$ cat src/rtl/rr_mux_pkg.sv
// Shared constants for the rr_arb_mux operand multiplexer: mode encodings,
// default geometry and a constant-evaluable ceil(log2) helper.
package rr_mux_pkg;

    localparam logic MODE_FIXED = 1'b0;
    localparam logic MODE_RR    = 1'b1;

    localparam int DEF_WIDTH = 32;
    localparam int DEF_NCH   = 8;

    function automatic int clog2(input int n);
        int r;
        r = 0;
        while ((1 << r) < n) r++;
        return r;
    endfunction

endpackage

$ cat src/rtl/rr_arbiter.sv
// Rotating-priority arbiter: the first requester found scanning upward from
// ptr+1 (modulo NCH) wins; produces a one-hot grant and its encoded index.
module rr_arbiter
    import rr_mux_pkg::*;
#(
    parameter int NCH  = DEF_NCH,
    parameter int SELW = clog2(NCH)
) (
    input  logic [NCH-1:0]  req,
    input  logic [SELW-1:0] ptr,
    output logic [NCH-1:0]  gnt,
    output logic [SELW-1:0] idx,
    output logic            gnt_vld
);

    always_comb begin
        gnt     = '0;
        idx     = '0;
        gnt_vld = 1'b0;
        // Offsets 1..NCH visit every channel once, ending on ptr itself.
        for (int k = 1; k <= NCH; k++) begin
            for (int i = 0; i < NCH; i++) begin
                if (!gnt_vld && req[i] && (i == (int'(ptr) + k) % NCH)) begin
                    gnt[i]  = 1'b1;
                    idx     = SELW'(i);
                    gnt_vld = 1'b1;
                end
            end
        end
    end

endmodule

$ cat src/rtl/rr_arb_mux.sv
// Flow-controlled N-to-1 operand mux with a one-entry output register.
// Round-robin arbitration is built only when RR_ARB_MUX_RR_EN is defined.
module rr_arb_mux
    import rr_mux_pkg::*;
#(
    parameter int WIDTH = DEF_WIDTH,
    parameter int NCH   = DEF_NCH,
    parameter int SELW  = clog2(NCH)
) (
    input  logic                 clk,
    input  logic                 rst_n,
    input  logic [NCH*WIDTH-1:0] in_data,
    input  logic [NCH-1:0]       in_valid,
    output logic [NCH-1:0]       in_ready,
    input  logic                 mode,
    input  logic [SELW-1:0]      sel,
    output logic [WIDTH-1:0]     out_data,
    output logic [SELW-1:0]      out_ch,
    output logic                 out_valid,
    input  logic                 out_ready
);

    logic [NCH-1:0]   fix_gnt;
    logic [SELW-1:0]  fix_idx;
    logic             fix_vld;
    logic [NCH-1:0]   gnt;
    logic [SELW-1:0]  gidx;
    logic             gnt_vld;
    logic             load_ok;
    logic             accept;
    logic [WIDTH-1:0] gnt_word;

    logic [WIDTH-1:0] out_data_q, out_data_d;
    logic [SELW-1:0]  out_ch_q, out_ch_d;
    logic             out_valid_q, out_valid_d;

    // An out-of-range sel matches no loop index, so it never grants.
    always_comb begin
        fix_gnt = '0;
        fix_idx = '0;
        fix_vld = 1'b0;
        for (int i = 0; i < NCH; i++) begin
            if (sel == SELW'(i) && in_valid[i]) begin
                fix_gnt[i] = 1'b1;
                fix_idx    = SELW'(i);
                fix_vld    = 1'b1;
            end
        end
    end

`ifdef RR_ARB_MUX_RR_EN
    logic [SELW-1:0] ptr_q, ptr_d;
    logic [NCH-1:0]  rr_gnt;
    logic [SELW-1:0] rr_idx;
    logic            rr_vld;
    logic            rr_mode;

    assign rr_mode = (mode == MODE_RR);

    rr_arbiter #(.NCH(NCH), .SELW(SELW)) u_arb (
        .req     (in_valid),
        .ptr     (ptr_q),
        .gnt     (rr_gnt),
        .idx     (rr_idx),
        .gnt_vld (rr_vld)
    );

    assign gnt     = rr_mode ? rr_gnt : fix_gnt;
    assign gidx    = rr_mode ? rr_idx : fix_idx;
    assign gnt_vld = rr_mode ? rr_vld : fix_vld;

    always_comb begin
        ptr_d = ptr_q;
        if (accept && rr_mode) ptr_d = gidx;
    end

    // Reset to NCH-1 so the first scan starts at channel 0.
    always_ff @(posedge clk or negedge rst_n) begin
        if (!rst_n) ptr_q <= SELW'(NCH - 1);
        else        ptr_q <= ptr_d;
    end
`else
    logic unused_mode;
    assign unused_mode = mode;

    assign gnt     = fix_gnt;
    assign gidx    = fix_idx;
    assign gnt_vld = fix_vld;
`endif

    assign load_ok  = !out_valid_q || out_ready;
    assign accept   = gnt_vld && load_ok && rst_n;
    assign in_ready = gnt & {NCH{load_ok && rst_n}};

    always_comb begin
        gnt_word = '0;
        for (int i = 0; i < NCH; i++) begin
            if (gidx == SELW'(i)) gnt_word = in_data[i*WIDTH +: WIDTH];
        end
    end

    always_comb begin
        out_data_d  = out_data_q;
        out_ch_d    = out_ch_q;
        out_valid_d = out_valid_q;
        if (accept) begin
            out_data_d  = gnt_word;
            out_ch_d    = gidx;
            out_valid_d = 1'b1;
        end else if (out_ready) begin
            out_valid_d = 1'b0;
        end
    end

    always_ff @(posedge clk or negedge rst_n) begin
        if (!rst_n) begin
            out_data_q  <= '0;
            out_ch_q    <= '0;
            out_valid_q <= 1'b0;
        end else begin
            out_data_q  <= out_data_d;
            out_ch_q    <= out_ch_d;
            out_valid_q <= out_valid_d;
        end
    end

    assign out_data  = out_data_q;
    assign out_ch    = out_ch_q;
    assign out_valid = out_valid_q;

endmodule

$ cat config.mk
export PLATFORM = sky130hd
export DESIGN_NAME = rr_arb_mux
export DESIGN_NICKNAME = d
export VERILOG_FILES = /design/src/rtl/rr_mux_pkg.sv /design/src/rtl/rr_arbiter.sv /design/src/rtl/rr_arb_mux.sv
export SDC_FILE = /design/constraint.sdc
export NUM_CORES = 1
export LEC_CHECK = 0
export CORE_AREA = 4 4 121 123
export CTS_CLUSTER_SIZE = 10
export DETAILED_ROUTE_END_ITERATION = 7
export DIE_AREA = 0 0 125 127
export GPL_TIMING_DRIVEN = 1
export HOLD_SLACK_MARGIN = 0.1
export PLACE_DENSITY = 0.8
export SLEW_MARGIN = 30
export SYNTH_ARGS = -nofsm -noshare
export SYNTH_HDL_FRONTEND = slang
export SYNTH_HIERARCHICAL = 1
export SYNTH_SLANG_ARGS = --single-unit
$ cat constraint.sdc
create_clock -name clk -period 2 [get_ports clk]
set_input_delay 0.4 -clock clk [delete_from_list [all_inputs] [get_ports clk]]
set_output_delay 0.4 -clock clk [all_outputs]
set_load 0.03 [all_outputs]
==> flow_metrics.env <==
export IMPL_grt_max_degree=37
export IMPL_critPathMaxFanout=7
export IMPL_drive_gt1_share_pct=18.2
export IMPL_ys_seq_area_share_pct=24.8
export IMPL_die_area_um2=15900
export IMPL_fin_area_um2=7970
export IMPL_syn_inst=465
export IMPL_hp_class="input pin to asynchronous set/reset pin"
export IMPL_wl_per_cell_um=22.2
export IMPL_routed_wl_met2_mm=10.8
export IMPL_critPathRequiredTime_ps=1600
export IMPL_total_power_mw=4.34
export IMPL_synth_flop_cell="dfrtp_1"
export IMPL_slowest_stage="nor4bb_4"
export IMPL_antenna_found_initial=1
export IMPL_drt_total_wl_mm=22.4
export IMPL_postCtsHoldBufs=0
export IMPL_grt_util_all_layers_pct=26.1
export IMPL_wl_met1_mm=9.01
export IMPL_path_class="input pin to output pin"
export IMPL_path_cells="buf_6 -> buf_6 -> buf_4 -> nor4bb_4 -> buf_6 -> and3_4 -> buf_6"
export IMPL_async_reset_ff_share_pct=100
export IMPL_endpoint_kind="output pin"
export IMPL_htree_levels=2
export IMPL_fmax_mhz=513
export IMPL_area_growth_synth_to_final_pct=119
export IMPL_start_util_pct=26.6
export IMPL_cts_made_buffers=5
export IMPL_cts_sinks=36
export IMPL_grt_pass1_wl_mm=32.8
export IMPL_drc_errors=0
export IMPL_final_max_slew_viol_count=0
export IMPL_yosysWarnings=6
export IMPL_setup_viol=0
export IMPL_rows=43
export IMPL_drv_cap=0
export IMPL_outcome="completed"
export IMPL_leakage_nw=3.25
export IMPL_rsz0062_at_grt="yes"
export IMPL_hold_viol_final=0
export IMPL_hpwl_mm=16.6
export IMPL_grt_ovfl_total=0
export IMPL_synth_cell_area_um2=3630
export IMPL_fin_crit_sh_pct=97.5
export IMPL_cts_root_buf="clkbuf_16"
export IMPL_synth_edff_count=0
export IMPL_clk_pin_slew_ps=60
export IMPL_cts_tree="done"
export IMPL_vdd_drop_max_mv=0.298
export IMPL_cts_max_path_buffers=2
export IMPL_hold_ws_ps=271
export IMPL_finalCriticalPeriod_ps=1950
export IMPL_max_slew_margin_pct=49.7
export IMPL_setup_slack_ps=49.3
export IMPL_vias=5664
export IMPL_route_met3_wl_mm=1.81
export IMPL_powerDensity_nw_per_um2=545
export IMPL_synth_seq_cells=36
export IMPL_postPlaceCellArea_um2=7440
export IMPL_grt_pass1_vias=5766
export IMPL_gp_congestion=0.895
export IMPL_die_w_um=125
export IMPL_drt_pass1_iterations=6
export IMPL_drt_iter0_markers=629
export IMPL_core_area_um2=13700
export IMPL_portBuffers=313
export IMPL_dp_slack_ps=-657
export IMPL_fin_skew_ps=2.69
export IMPL_io_pins=315
export IMPL_synth_fp_nets=736
export IMPL_yosysUniqueCellTypes=50
export IMPL_routed_top_layer="met5"
export IMPL_crit_path_frequent_cell="buf_6"
export IMPL_critPathLaunchType="input pin"
export IMPL_antennaDiodeCount=0
export IMPL_tightest_slew_ps=750
export IMPL_antenna_left=0
export IMPL_clkLatencyLatePin_ps=280
export IMPL_drt_vias_per_instance=5.62
export IMPL_die_y_um=127
export IMPL_syn_avg_cell_area_um2=7.81
export IMPL_fin_nets=1098
export IMPL_arrival_ps=1550
export IMPL_cpPeakStageDelay_ps=320
worst paths after layout:
path | from | endpoint | slack (ps) | cells after the start
min in group clk | out_ch[0] | out_ch[0] | 500 | 2
hold / removal | rst_n | out_data[16] | 270 | 2
setup / recovery | sel[2] | in_ready[1] | 50 | 7
hold reg to reg | out_ch[0] | out_ch[0] | 500 | 2
max in group asynchronous | rst_n | out_data[21] | 1370 | 2
setup reg to reg | out_valid | out_data[18] | 360 | 7
stage by stage:
step	setup TNS, ps	util [%]	cells
floorplan	-108	-	465
global placement	-24350	54.5	978
detailed placement	-24360	54.5	978
CTS	-29.7	57.7	1008
global route	-82.9	58.3	1008
finish	0	58.3	1008
synth_stat cells (all sizes together), types with 3 or more instances:
library cell,number,share of area [%]
nand2,52,5.4
a21oi,37,5.2
dfrtp,36,25
o211ai,36,7.4
buf,32,5.5
nor2,32,3.3
o21ai,31,4.3
clkbuf,23,2.4
a21o,18,3.7
a221o,18,5.0
a222oi,18,5.0
nand3,18,2.5
o22ai,16,2.8
a221oi,11,3.1
o22a,10,2.4
a22oi,9,1.9
or3,8,1.4
or3b,8,1.9
a211oi,5,1.0
a22o,5,1.2
o2111ai,5,1.2
and2,3,0.52
mux2i,3,0.83
nand2b,3,0.52
nand4b,3,0.72
layout make-up:
type	count	area, µm²
clock buffers	8	146
repair buffers	410	4110
flip-flops and latches	36	901
inverters	1	3.75
well taps	180	225
fillers	1266	5700
multi-input cells	373	2580
report_power, final:
| group | leakage [nW] | total [mW] | switching [mW] | internal, mW |
|---|---|---|---|---|
| combinational | 2.75 | 2.46 | 1.14 | 1.32 |
| clock | 0.0712 | 0.819 | 0.321 | 0.498 |
| sequential | 0.438 | 1.06 | 0.126 | 0.935 |
per-layer routing:
layer | track usage (%) | vias up
li1 | - | 2585
met1 | 33.6 | 2677
met2 | 43.8 | 342
met3 | 4.93 | 58
met4 | 9.44 | 2
met5 | 0 | -
worst max-delay path: cells and delay by family:
family	cells	cell delay, ps
AND/OR/NAND/NOR	2	500
buffers and inverters	5	630
flip-flops by register name, summed over array words and instances (netlist names):
name	cells
out_data	32
out_ch	3
out_valid	1
placed cells by master, fill, tap and decap left out, types with 10 or more instances in the layout:
| cell type | count |
|---|---|
| a21o_1 | 18 |
| a21oi_1 | 36 |
| a221o_1 | 18 |
| a222oi_1 | 18 |
| buf_12 | 13 |
| buf_4 | 78 |
| buf_6 | 12 |
| clkdlybuf4s50_1 | 293 |
| dfrtp_1 | 36 |
| nand2_1 | 50 |
| nand3_1 | 18 |
| nor2_1 | 29 |
| o211ai_1 | 36 |
| o21ai_0 | 31 |
| o22a_1 | 10 |
| o22ai_1 | 16 |
logic make-up after synthesis:
group	share of synthesized area, %
multiplexers	1.45
flip-flops	24.8
AND/OR/NAND/NOR	20.1
AO/OA/AOI/OAI	45.7
buffers and inverters	7.99
timing repair:
action / 4_1_cts / 5_1_grt
gates resized for setup: 41 / 18
setup endpoints to repair: 44 / 38
gates cloned: 4 / 0
pin swaps: 11 / 11
buffers inserted: 19 / 2
No activity file was read; power rests on OpenSTA's default activity.
